File: src/rtl/seq_mult_unsigned.sv
// seq_mult_unsigned: shift-and-add unsigned multiplier, one multiplier bit per clock, start/done handshake
module seq_mult_unsigned #(
  parameter int WIDTH = 8
) (
  input  logic                 i_clk,
  input  logic                 i_rst,
  input  logic                 start,
  input  logic [WIDTH-1:0]     a,
  input  logic [WIDTH-1:0]     b,
  output logic                 busy,
  output logic                 done,
  output logic [2*WIDTH-1:0]   product
);
  localparam int CW = $clog2(WIDTH + 1);
  typedef enum logic [1:0] {IDLE = 2'b00, CALC = 2'b01, DONE = 2'b10} state_t;
  state_t state, state_n;
  logic [WIDTH:0] acc, sum;
  logic [WIDTH-1:0] m, q;
  logic [CW-1:0] count;
  // state register; the unused 2'b11 encoding falls back to IDLE through state_n
  always_ff @(posedge i_clk or posedge i_rst)
    if (i_rst) state <= IDLE;
    else state <= state_n;
  // partial-product add (carry kept in acc MSB) and next-state selection
  always_comb begin
    sum = acc + (q[0] ? {1'b0, m} : '0);
    state_n = state == IDLE ? (start ? CALC : IDLE) :
              state == CALC ? (count == CW'(1) ? DONE : CALC) : IDLE;
  end
  // datapath: capture operands, shift {acc,q} right once per CALC cycle, publish on the last one
  always_ff @(posedge i_clk or posedge i_rst)
    if (i_rst) begin
      acc     <= '0;
      m       <= '0;
      q       <= '0;
      count   <= '0;
      busy    <= 1'b0;
      done    <= 1'b0;
      product <= '0;
    end else begin
      busy <= state_n == CALC;
      done <= state_n == DONE;
      if (state == IDLE && start) begin
        m     <= a;
        q     <= b;
        acc   <= '0;
        count <= CW'(WIDTH);
      end else if (state == CALC) begin
        acc   <= {1'b0, sum[WIDTH:1]};
        q     <= {sum[0], q[WIDTH-1:1]};
        count <= count - CW'(1);
        if (count == CW'(1)) product <= {sum, q[WIDTH-1:1]};
      end
    end
endmodule
File: config.mk
export PLATFORM = sky130hd
export DESIGN_NAME = seq_mult_unsigned
export DESIGN_NICKNAME = d
export VERILOG_FILES = /design/src/rtl/seq_mult_unsigned.sv
export SDC_FILE = /design/constraint.sdc
export NUM_CORES = 1
export LEC_CHECK = 0
export BUFFER_PORTS_ARGS = -buffer_cell sky130_fd_sc_hd__buf_4
export CAP_MARGIN = 40
export CORE_MARGIN = 2
export CORE_UTILIZATION = 35
export DETAILED_ROUTE_END_ITERATION = 7
export PLACE_DENSITY_LB_ADDON = 0.08
export RECOVER_POWER = 25
export SLEW_MARGIN = 5
export SYNTH_ARGS = -nofsm -noshare
export SYNTH_HDL_FRONTEND = slang
export SYNTH_SLANG_ARGS = --single-unit
export TNS_END_PERCENT = 50
File: constraint.sdc
create_clock -name i_clk -period 2.66 [get_ports i_clk]
set_input_delay 0.399 -clock i_clk [delete_from_list [all_inputs] [get_ports i_clk]]
set_output_delay 0.399 -clock i_clk [all_outputs]
set_load 0.01 [all_outputs]
After elaboration in Yosys (flattened, before gate mapping). Index checks and enable logic that the tools add are counted. W data, S select, Z words.

Register bits after elaboration: 49. Bits in latches: 0. Bits in writable memories: 0. Memory bits (read-only): 0. Input port bits: 19. Output and inout port bits: 18. Logic and storage cells: 30. Memories kept: 0.

Add/sub/neg operators: 2. $mul: 0. Divide/modulo/power cells: 0. $lt $le $gt $ge: 0. Equality and inequality tests: 4. Shift operators: 0. Mux-type cells: 11. Bitwise logic cells: 1. Reductions and logical operators: 4.

Operators with widths (number): $mux W8 (3); $mux W9 (2); $add A9 B8 Y9 (1); $mux W4 (2); $mux W2 (3); $eq A2 B1 Y1 const B (2); $eq A4 B1 Y1 const B (1); $sub A4 B1 Y4 const B (1); $reduce_and A3 Y1 (1); $eq A2 B2 Y1 const B (1); $logic_not A2 Y1 (1); $reduce_bool A2 Y1 (1); $logic_and A1 B1 Y1 (1); $mux W1 (1); $not A1 Y1 (1).

Depth between registers and ports, before layout. Gate-level depths: netlist of run 1.

Depth in word-level cells: 5. Mapped depth: 9. Gate-level depth less buffers: 7.

Worst setup path before layout of run 1. OpenSTA, ideal clock, no wires.

Kind: register -> register. Start point: register q[0]. End point: register product[13]. Library setup time: 110 ps. Data arrival time: 2045 ps. Required time: 2550 ps. Path slack: 504 ps. Cell stages (with the launch flop): 8. Buffers on the path: 0. Clock period less this slack: 2156 ps. Cell sequence: dfrtp_1 and2_1 ha_1 fa_1 a211oi_1 o21ai_0 and2_1 o41ai_1.

Longest elaborated chain between the ends: 2.

RTL lines: start, declared (line 18) `logic [WIDTH-1:0] m, q;`; start signal, assigned (line 50) `q <= {sum[0], q[WIDTH-1:1]};`; $mux W8 (line 26) `sum = acc + (q[0] ? {1'b0, m} : '0);`; $add A9 B8 Y9 (line 26); end signal, assigned (line 52) `if (count == CW'(1)) product <= {sum, q[WIDTH-1:1]};`; end, declared (line 12) `output logic [2*WIDTH-1:0] product`.

No other way between the ends. A chain may end at the register's enable or synchronous reset.

Worst setup path after layout of run 1.
Start point: register q[0]. End point: register acc[5].

Longest elaborated chain between the ends: 4.

RTL lines: $mux W8 (line 26); $add A9 B8 Y9 (line 26); $mux W9 (line 48) `end else if (state == CALC) begin`; $mux W9 (line 43) `if (state == IDLE && start) begin`; end signal, assigned (line 49) `acc <= {1'b0, sum[WIDTH:1]};`; end, declared (line 17) `logic [WIDTH:0] acc, sum;`.

No other way between the ends. The select of a mux whose other input is x is not followed.

==> results of run 1 <==
## cell type report
cell class,count,area [um2]
clock buffers,6,82.6
inverters,5,18.8
fillers,640,3600
flip-flops and latches,48,1200
multi-input cells,155,1020
well taps,77,96.3
clock inverters,2,10.0
repair buffers,42,312
## routing by layer
layer	track usage (%)	vias up
met5	0	-
met4	6.20	0
met3	2.72	7
met2	20.6	32
met1	22.3	787
li1	-	836
## power groups by stage
stage	registers [mW]	clock network, mW	logic, mW
final	1.25	0.455	1.23
after global routing	1.30	0.502	1.39
after CTS	1.25	0.473	1.25
after floorplan	1.24	0	0.839
after global placement	1.26	0	1.24
after detailed placement	1.27	0	1.24
## state kept, by name, summed over array words and instances, names as in the netlist
register	cells
acc	8
done	1
product	16
q	8
state	2
count	4
m	8
busy	1
## worst paths after layout
kind	end	startpoint	slack [ns]	cells past startpoint
worst max register to register	acc[5]	q[0]	0.30	7
max in group asynchronous	m[1]	i_rst	1.24	3
worst min-delay path	m[6]	a[6]	0.33	2
min in group asynchronous	product[4]	i_rst	0.35	2
worst max-delay path	acc[5]	q[0]	0.30	7
worst min register to register	product[4]	product[4]	0.48	2
## critical path, stage by stage (launching register included)
cell      delay [ns]
dfrtp_1         0.45
and2_1          0.17
ha_1            0.21
fa_1            0.43
a211oi_1        0.30
o21ai_0         0.17
and2_1          0.19
o41ai_1         0.34
## stage by stage
| step | std cells | hold slack (ns) |
|---|---|---|
| floorplan | 217 | 0.450 |
| global placement | 327 | 0.461 |
| detailed placement | 327 | 0.465 |
| CTS | 335 | 0.174 |
| global route | 335 | 0.318 |
| finish | 335 | 0.328 |
## logic make-up (layout without fill, tap and decap cells)
family / Yosys count / count (layout)
simple gates: 77 / 77
compound gates: 52 / 52
flops: 48 / 48
buf+inv: 14 / 55
mux: 12 / 12
fa+ha+maj: 11 / 11
xor+xnor: 3 / 3
## layout by cell type, fill, tap and decap left out, types with 5 or more instances in the layout
master / Yosys / routed
dfrtp_1: 48 / 48
nand2_1: 47 / 47
buf_4: 0 / 40
o21ai_0: 17 / 17
and2_1: 10 / 10
mux2_2: 10 / 10
ha_1: 10 / 10
a22oi_1: 9 / 9
clkbuf_8: 0 / 6
nor2_1: 5 / 5
==> impl_results.md, run 1 <==
* Status: finished clean
* Count leader, synth: dfrtp_1
* Max Transition Viols Final at 0
* Seq/Total Area, Yosys at 52.3%
* Htree depth at 2
* CTS Hold Bufs at 0
* CTS resizes at 0
* CTS tree: built
* Total track usage at 14.7%
* Per-cell routed wire length at 14.6 um
* Post-synthesis cell area at 2300 um2
* RSZ-0062 raised after global routing: false
* Kind of critical path: register to register
* Crit Path Max Fanout at 9
* YS warnings at 0
* Sequential power share at 42.5%
* Pin count of the biggest net entering global routing at 28
* DRT iter0 DRCs at 58
* Routed WL at 4890 um
* Top Metal Used: met4
* Synth Area in Simple Gates at 15.8%
* Number of buffers created by CTS at 5
* Die width at 85.0 um
* Longest Clk Path Bufs at 2
* Inserted Diodes at 0
* Clock sinks at 48
* Async S/R FF share, synth at 100%
* Worst slack, placed at 0.270 ns
* Met2 Wirelength at 2030 um
* Hold WC Path Type: input port to register
* Worst skew pair latency at 0.30 ns
* Layout cell share with drive strength beyond 1 at 26.4%
* #FFs+latches synth at 48
* Cells after synthesis at 217
* Cell Int Power at 1.85 mW
* DRC at 0
* I/O pin total at 37
* Final WS setup at 0.301 ns
* Final Setup Violations at 0
* Leak at 1.35 nW
* Core Box Area at 6350 um2
* Combinational fraction of design power at 41.9%
* Endpoints failing hold at 0
* Tot Pwr at 2.93 mW
* Fin crit period at 2.36 ns
* Net Sw Frac at 36.9%
* Netlist cell types at 43
* Synth top area share at 52.3%
* Clock Power Share at 15.5%
* Crit path DAT at 2.55 ns
* Full die area at 7220 um2
* Largest family of logic cells by synthesized area: simple AND/OR/NAND/NOR gates
* Worst Path Required at 2.85 ns
* Area Growth Syn to Fin at 19.6%
* Max Fclk at 424 MHz
* DP HPWL at 3550 um
* Vias per cell at 4.96
* Peak supply drop at 0.000397 V
* Final setup TNS at 0 ns
* Sw Pwr at 1.08 mW
* Clock Tree Root: clkbuf_8
* DR vias at 1662
* Worst-margin pin slew at 1.03 ns
* Area share of xor/xnor cells in the synthesized design at 1.14%
* Fin Clk Skew at 0.00803 ns
* GR Overflow Total at 0
* Synth Flop Type: dfrtp_1
* Final Util at 43.2%
* Antenna-violating nets left at 0
* Nets at 287
* Synth Area in Adders at 6.32%
* Syn Nets at 247
* CP endpoint kind: register
* Met3 WL at 191 um
* DRT Pass-1 Iters at 4
* Setup Fix Bufs, Post-CTS at 0
* Met1 WL at 2580 um
* GP Congestion at 0.738
* Initial core utilization at 36.2%
* EDFF count, synth at 0
* Initial antenna violation count at 0
* First-pass GRT wire length at 8440 um
* Leading post-synthesis cells by instance count: dfrtp_1, nand2_1, o21ai_0
* Tcrit/Tclk final at 88.7%
* Final instance area at 2750 um2
* Number of global-route vias before repair at 1706
* Mean Syn Cell Area at 10.6 um2
* Port bufs at 36
* Chip height at 85.0 um
* Synth area leaders: dfrtp_1, nand2_1, ha_1
* Pwr per Cell Area at 1070 nW/um2
* Worst slew margin at 31.0%
* Reg clk slew, reported paths at 0.09 ns
* Worst setup SP type: register
* # rows at 29
* MaxCap Viol Count at 0
* Mux contribution to synthesized area at 5.78%
* Placed inst area at 2660 um2
* Synth Area in Compound Gates at 15.6%
* Synth area leader: dfrtp_1
No activity file was read; power rests on OpenSTA's default activity.
==> run 2, diff against run 1 <==
--- a/config.mk
+++ b/config.mk
@@ -8,7 +8,8 @@
 export BUFFER_PORTS_ARGS = -buffer_cell sky130_fd_sc_hd__buf_4
 export CAP_MARGIN = 40
 export CORE_MARGIN = 2
-export CORE_UTILIZATION = 35
+export CORE_UTILIZATION = 45
+export CTS_BUF_LIST = sky130_fd_sc_hd__clkbuf_8 sky130_fd_sc_hd__clkbuf_16
 export DETAILED_ROUTE_END_ITERATION = 7
 export PLACE_DENSITY_LB_ADDON = 0.08
 export RECOVER_POWER = 25
==> run 2 against run 1 <==
Count of clock-buffer cells in the layout fell by 1. Global-route usage up 3.3 points. Critical path depth is the same. Largest cell class unchanged. Sequential power about the same. Non-clock buffer count down 1. Worst hold slack worse by 0.18 ns. Power increased by 1.7%.
==> impl_results.md, run 2 (synthesis gave the netlist of run 1 again) <==
* Status: finished clean
* GR Overflow Total at 0
* Final setup TNS at 0 ns
* Antenna-violating nets left at 0
* Initial core utilization at 47.7%
* DR vias at 1689
* Hold WC Path Type: input port to asynchronous set/reset pin
* I/O pin total at 37
* DRC at 0
* CP dominant cell by count: and2_1
* GP Congestion at 0.765
* Total track usage at 18.0%
* Sw Pwr at 1.07 mW
* CTS resizes at 0
* Htree depth at 2
* DP HPWL at 3370 um
* # rows at 25
* First-pass GRT wire length at 7810 um
* Commonest non-fill, non-tap cell in the layout: dfrtp_1
* Number of flip-flops in the largest register at 16
* Pin count of the biggest net entering global routing at 23
* Kind of critical path: register to register
* CTS tree: built
* Worst Path Required at 2.84 ns
* Peak supply drop at 0.000575 V
* Final Setup Violations at 0
* Number of global-route vias before repair at 1677
* Fill cells at 479
* Fin crit period at 2.36 ns
* Clock Tree Root: clkbuf_8
* Fin cells at 324
* DRT Pass-1 Iters at 4
* Largest delay share family, worst path: compound AO/OA/AOI/OAI gates
* Worst slew margin at 23.3%
* Crit path DAT at 2.54 ns
* Setup Fix Bufs, Post-CTS at 0
* Chip height at 75.4 um
* Pwr per Cell Area at 1090 nW/um2
* Worst path max stage delay at 0.44 ns
* Final WS setup at 0.299 ns
* Worst skew pair latency at 0.30 ns
* Longest Clk Path Bufs at 2
* Placed Cells incl. Taps at 316
* Per-cell routed wire length at 14.3 um
* CP cell instances: and2_1, ha_1, fa_1, a211oi_1, o21ai_0, and2_1, o41ai_1
* Worst slack, placed at 0.274 ns
* Net Sw Frac at 35.9%
* Port bufs at 36
* Vias per cell at 5.21
* Cell Int Power at 1.91 mW
* Leak at 1.35 nW
* CP Buf/Inv Count at 0
* Reg clk slew, reported paths at 0.09 ns
* Cell with the largest stage delay on the worst path: dfrtp_1
* Clock sinks at 48
* Routed WL at 4620 um
* MaxCap Viol Count at 0
* Full die area at 5690 um2
* Worst setup SP type: register
* Nets at 286
* Tcrit/Tclk final at 88.8%
* Combinational fraction of design power at 41.2%
* Die width at 75.4 um
* Clock Power Share at 17.0%
* Max Fclk at 424 MHz
* Most flops, register: product
* Endpoints failing hold at 0
* Initial antenna violation count at 0
* Core Box Area at 4820 um2
* DRT iter0 DRCs at 105
* Max Transition Viols Final at 0
* Fin Clk Skew at 0.0109 ns
* Area Growth Syn to Fin at 19.2%
* Layout cell share with drive strength beyond 1 at 25.3%
* RSZ-0062 raised after global routing: false
* Worst-margin pin slew at 1.15 ns
* Sequential power share at 41.8%
* Commonest cells after routing, fill and taps aside: dfrtp_1, nand2_1, buf_4
* CP endpoint kind: register
* Crit Path Max Fanout at 9
* Number of buffers created by CTS at 5
* CTS Hold Bufs at 0
* Inserted Diodes at 0
==> run 2: cell types whose count changed in the layout (fill, tap and decap cells not counted), sizes merged <==
cell,change
bufinv,+1
buf,-2
inv,+1
clkinv,-1
==> run 2: metal layers <==
layer,part of all wire [%],routed length [um],GRT usage [%],vias up
met5,0,0,0,-
met4,1.3,60,5.85,0
met3,4.1,189,2.91,7
met2,44,2020,28.3,46
met1,51,2350,25.6,798
li1,-,-,-,838
==> run 2: through the flow <==
stage	utilization [%]	instance area, um2	hold WS, ns	power (mW)
final	56.8	2740	0.149	2.98
after global routing	56.8	2740	0.211	3.24
after global placement	54.7	2640	0.381	2.47
after CTS	57.0	2740	0.0560	3.02
after floorplan	-	2300	0.450	2.08
after detailed placement	54.7	2640	0.383	2.49
==> run 2: worst register-to-register path: stages (launching register included) <==
cell and delay (ns):
dfrtp_1 0.44, and2_1 0.17, ha_1 0.22, fa_1 0.43
a211oi_1 0.30, o21ai_0 0.16, and2_1 0.17, o41ai_1 0.36
==> run 2: final timing paths <==
kind	cells past startpoint	start	slack, ns	endpoint
min in group i_clk	2	a[7]	0.33	m[7]
max in group asynchronous	3	i_rst	1.06	count[0]
hold / removal	2	i_rst	0.15	product[4]
hold reg to reg	2	product[8]	0.48	product[8]
setup reg to reg	7	q[0]	0.30	acc[5]
setup / recovery	7	q[0]	0.30	acc[5]
==> run 2: power groups by stage <==
stage	Sequential [mW]	Combinational, mW	Clock, mW
after global routing	1.29	1.39	0.555
after floorplan	1.24	0.839	0
after detailed placement	1.26	1.23	0
after CTS	1.25	1.24	0.526
final	1.25	1.23	0.506
after global placement	1.26	1.21	0
==> run 2: cell type report <==
class | instances | area (um2) | area share (%)
clock buffers | 5 | 68.8 | 2.51
clock inverters | 3 | 38.8 | 1.42
inverters | 5 | 18.8 | 0.686
multi-input cells | 155 | 1020 | 37.4
flip-flops and latches | 48 | 1200 | 43.9
well taps | 67 | 83.8 | 3.06
repair buffers | 41 | 300 | 11.0
==> run 3, diff against run 2 <==
--- a/config.mk
+++ b/config.mk
@@ -8,11 +8,12 @@
 export BUFFER_PORTS_ARGS = -buffer_cell sky130_fd_sc_hd__buf_4
 export CAP_MARGIN = 40
 export CORE_MARGIN = 2
-export CORE_UTILIZATION = 45
+export CORE_UTILIZATION = 40
 export CTS_BUF_LIST = sky130_fd_sc_hd__clkbuf_8 sky130_fd_sc_hd__clkbuf_16
 export DETAILED_ROUTE_END_ITERATION = 7
 export PLACE_DENSITY_LB_ADDON = 0.08
 export RECOVER_POWER = 25
+export SETUP_SLACK_MARGIN = 0.5
 export SLEW_MARGIN = 5
 export SYNTH_ARGS = -nofsm -noshare
 export SYNTH_HDL_FRONTEND = slang
==> run 3 against run 2 <==
Sequential power hardly changed. Sequential share of layout area is 1.1 points lower. Critical path depth stayed put. Highest routed layer unchanged. Register-to-register slack better by 0.31 ns. Critical endpoint is now acc[4]. Count of clock-buffer cells in the layout stayed put. Routed wire length is 4.7% higher. Worst hold slack better by 0.18 ns. Clock skew is 0.0011 ns lower. Largest cell class unchanged.
==> impl_results.md, run 3 (synthesis gave the netlist of run 1 again) <==
* Status: finished clean
* Cell Int Power at 1.91 mW
* Pwr per Cell Area at 1080 nW/um2
* Kind of critical path: register to register
* Most flops, register: product
* Reg2Reg Setup Slack at 0.61 ns
* Hold_sp: a[5]
* Worst-margin pin slew at 1.20 ns
* Per-cell routed wire length at 14.7 um
* Sw Pwr at 1.12 mW
* CP endpoint kind: register
* Number of flip-flops in the largest register at 16
* Initial antenna violation count at 0
* Worst skew pair latency at 0.30 ns
* Worst slack, placed at 0.294 ns
* Number of buffers created by CTS at 5
* DP HPWL at 3410 um
* WHS at 0.332 ns
* Layout cell share with drive strength beyond 1 at 30.2%
* Leak at 1.36 nW
* Antenna-violating nets left at 0
* Chip height at 79.8 um
* Hold WC Path Type: input port to register
* Final Util at 50.7%
* Final setup TNS at 0 ns
* Combinational fraction of design power at 45.0%
* Full die area at 6360 um2
* Final Setup Violations at 0
* Clock sinks at 48
* Sequential power share at 41.3%
* Worst setup SP type: register
* Commonest non-fill, non-tap cell in the layout: dfrtp_1
* Fin crit period at 2.05 ns
* Critical R2R Capture: acc[4]
* Reg clk slew, reported paths at 0.09 ns
* Routed WL at 4840 um
* MaxCap Viol Count at 0
* Initial core utilization at 41.4%
* Endpoints failing hold at 0
* Worst setup startpoint: q[0]
* Tcrit/Tclk final at 77.1%
* Vias per cell at 5.17
* Number of global-route vias before repair at 1694
* Crit Path Max Fanout at 6
* Tot Pwr at 3.03 mW
* Max Transition Viols Final at 0
* Total track usage at 16.8%
* Reg-to-reg critical path startpoint: q[0]
* Htree depth at 2
* Max Fclk at 487 MHz
* GR Overflow Total at 0
* Peak supply drop at 0.000399 V
* DRT iter0 DRCs at 78
* Final WS setup at 0.608 ns
* Longest Clk Path Bufs at 2
* Worst Path Required at 2.85 ns
* Pin count of the biggest net entering global routing at 49
* I/O pin total at 37
* DR vias at 1706
* CTS Hold Bufs at 0
* DRT Pass-1 Iters at 4
* Crit path DAT at 2.24 ns
* First-pass GRT wire length at 8200 um
* CTS tree: built
* Area Growth Syn to Fin at 22.2%
* Inserted Diodes at 0
* Critical Path Sink: acc[4]
* Worst slew margin at 19.9%
* Fin Clk Skew at 0.00981 ns
* GP Congestion at 0.818
* Net Sw Frac at 36.9%
* Port bufs at 36
* Core Box Area at 5540 um2
* # rows at 27
* Clock Tree Root: clkbuf_8
* Fill cells at 570
* DRC at 0
* RSZ-0062 raised after global routing: true
* Commonest cells after routing, fill and taps aside: dfrtp_1, nand2_1, buf_4
* Reg2Reg Depth at 7
* Nets at 288
* Die width at 79.8 um
* Clock Power Share at 13.7%
-- run 3: cell types whose count changed in the layout (fill, tap and decap cells not counted), sizes merged --
cell    change
clkbuf      -1
buf         +3
bufinv      -1
-- run 3: repair_timing --
| action | CTS | global route |
|---|---|---|
| setup buffers | 2 | 0 |
| pin swaps | 0 | 3 |
| endpoints found under the setup margin | 4 | 6 |
| gates resized for setup | 3 | 11 |
-- run 3: power by group through the flow --
stage,clock (mW),sequential [mW],combinational [mW]
after floorplan,0,1.24,0.839
after global placement,0,1.25,1.23
after detailed placement,0,1.26,1.24
after CTS,0.431,1.25,1.30
after global routing,0.466,1.30,1.53
final,0.416,1.25,1.36
-- run 3: critical path: stages (launching register included) --
cell	delay, ns
dfrtp_1	0.40
buf_4	0.15
and2_1	0.16
ha_1	0.29
a211oi_1	0.27
o21ai_0	0.17
and3_1	0.20
o31ai_1	0.30
-- run 3: area by class of cell --
type	count	area [um2]	area share (%)
clock inverters	2	8.76	0.312
multi-input cells	155	1100	39.1
well taps	72	90.1	3.21
flip-flops and latches	48	1200	42.8
clock buffers	5	68.8	2.45
repair buffers	43	320	11.4
inverters	5	21.3	0.758
-- run 3: per-stage QoR --
step,instance area [um2],cells
6_report,2810,330
5_1_grt,2810,330
4_1_cts,2750,330
3_5_place_dp,2640,321
3_3_place_gp,2640,321
2_1_floorplan,2300,217
-- run 3: worst min-delay path by stage --
stage,end,slack [ns],cells past startpoint
floorplan,acc[5],0.45,2
global placement,product[3],0.46,2
detailed placement,product[7],0.47,2
CTS,done,0.28,3
global route,m[3],0.32,2
finish,m[5],0.33,2
-- run 3: per-layer routing --
layer / GRT usage (%) / vias up / routed length [um]
met3: 3.85 / 6 / 206
met2: 25.9 / 33 / 2130
met5: 0 / - / 0
li1: - / 836 / -
met1: 23.8 / 831 / 2440
met4: 5.08 / 0 / 61
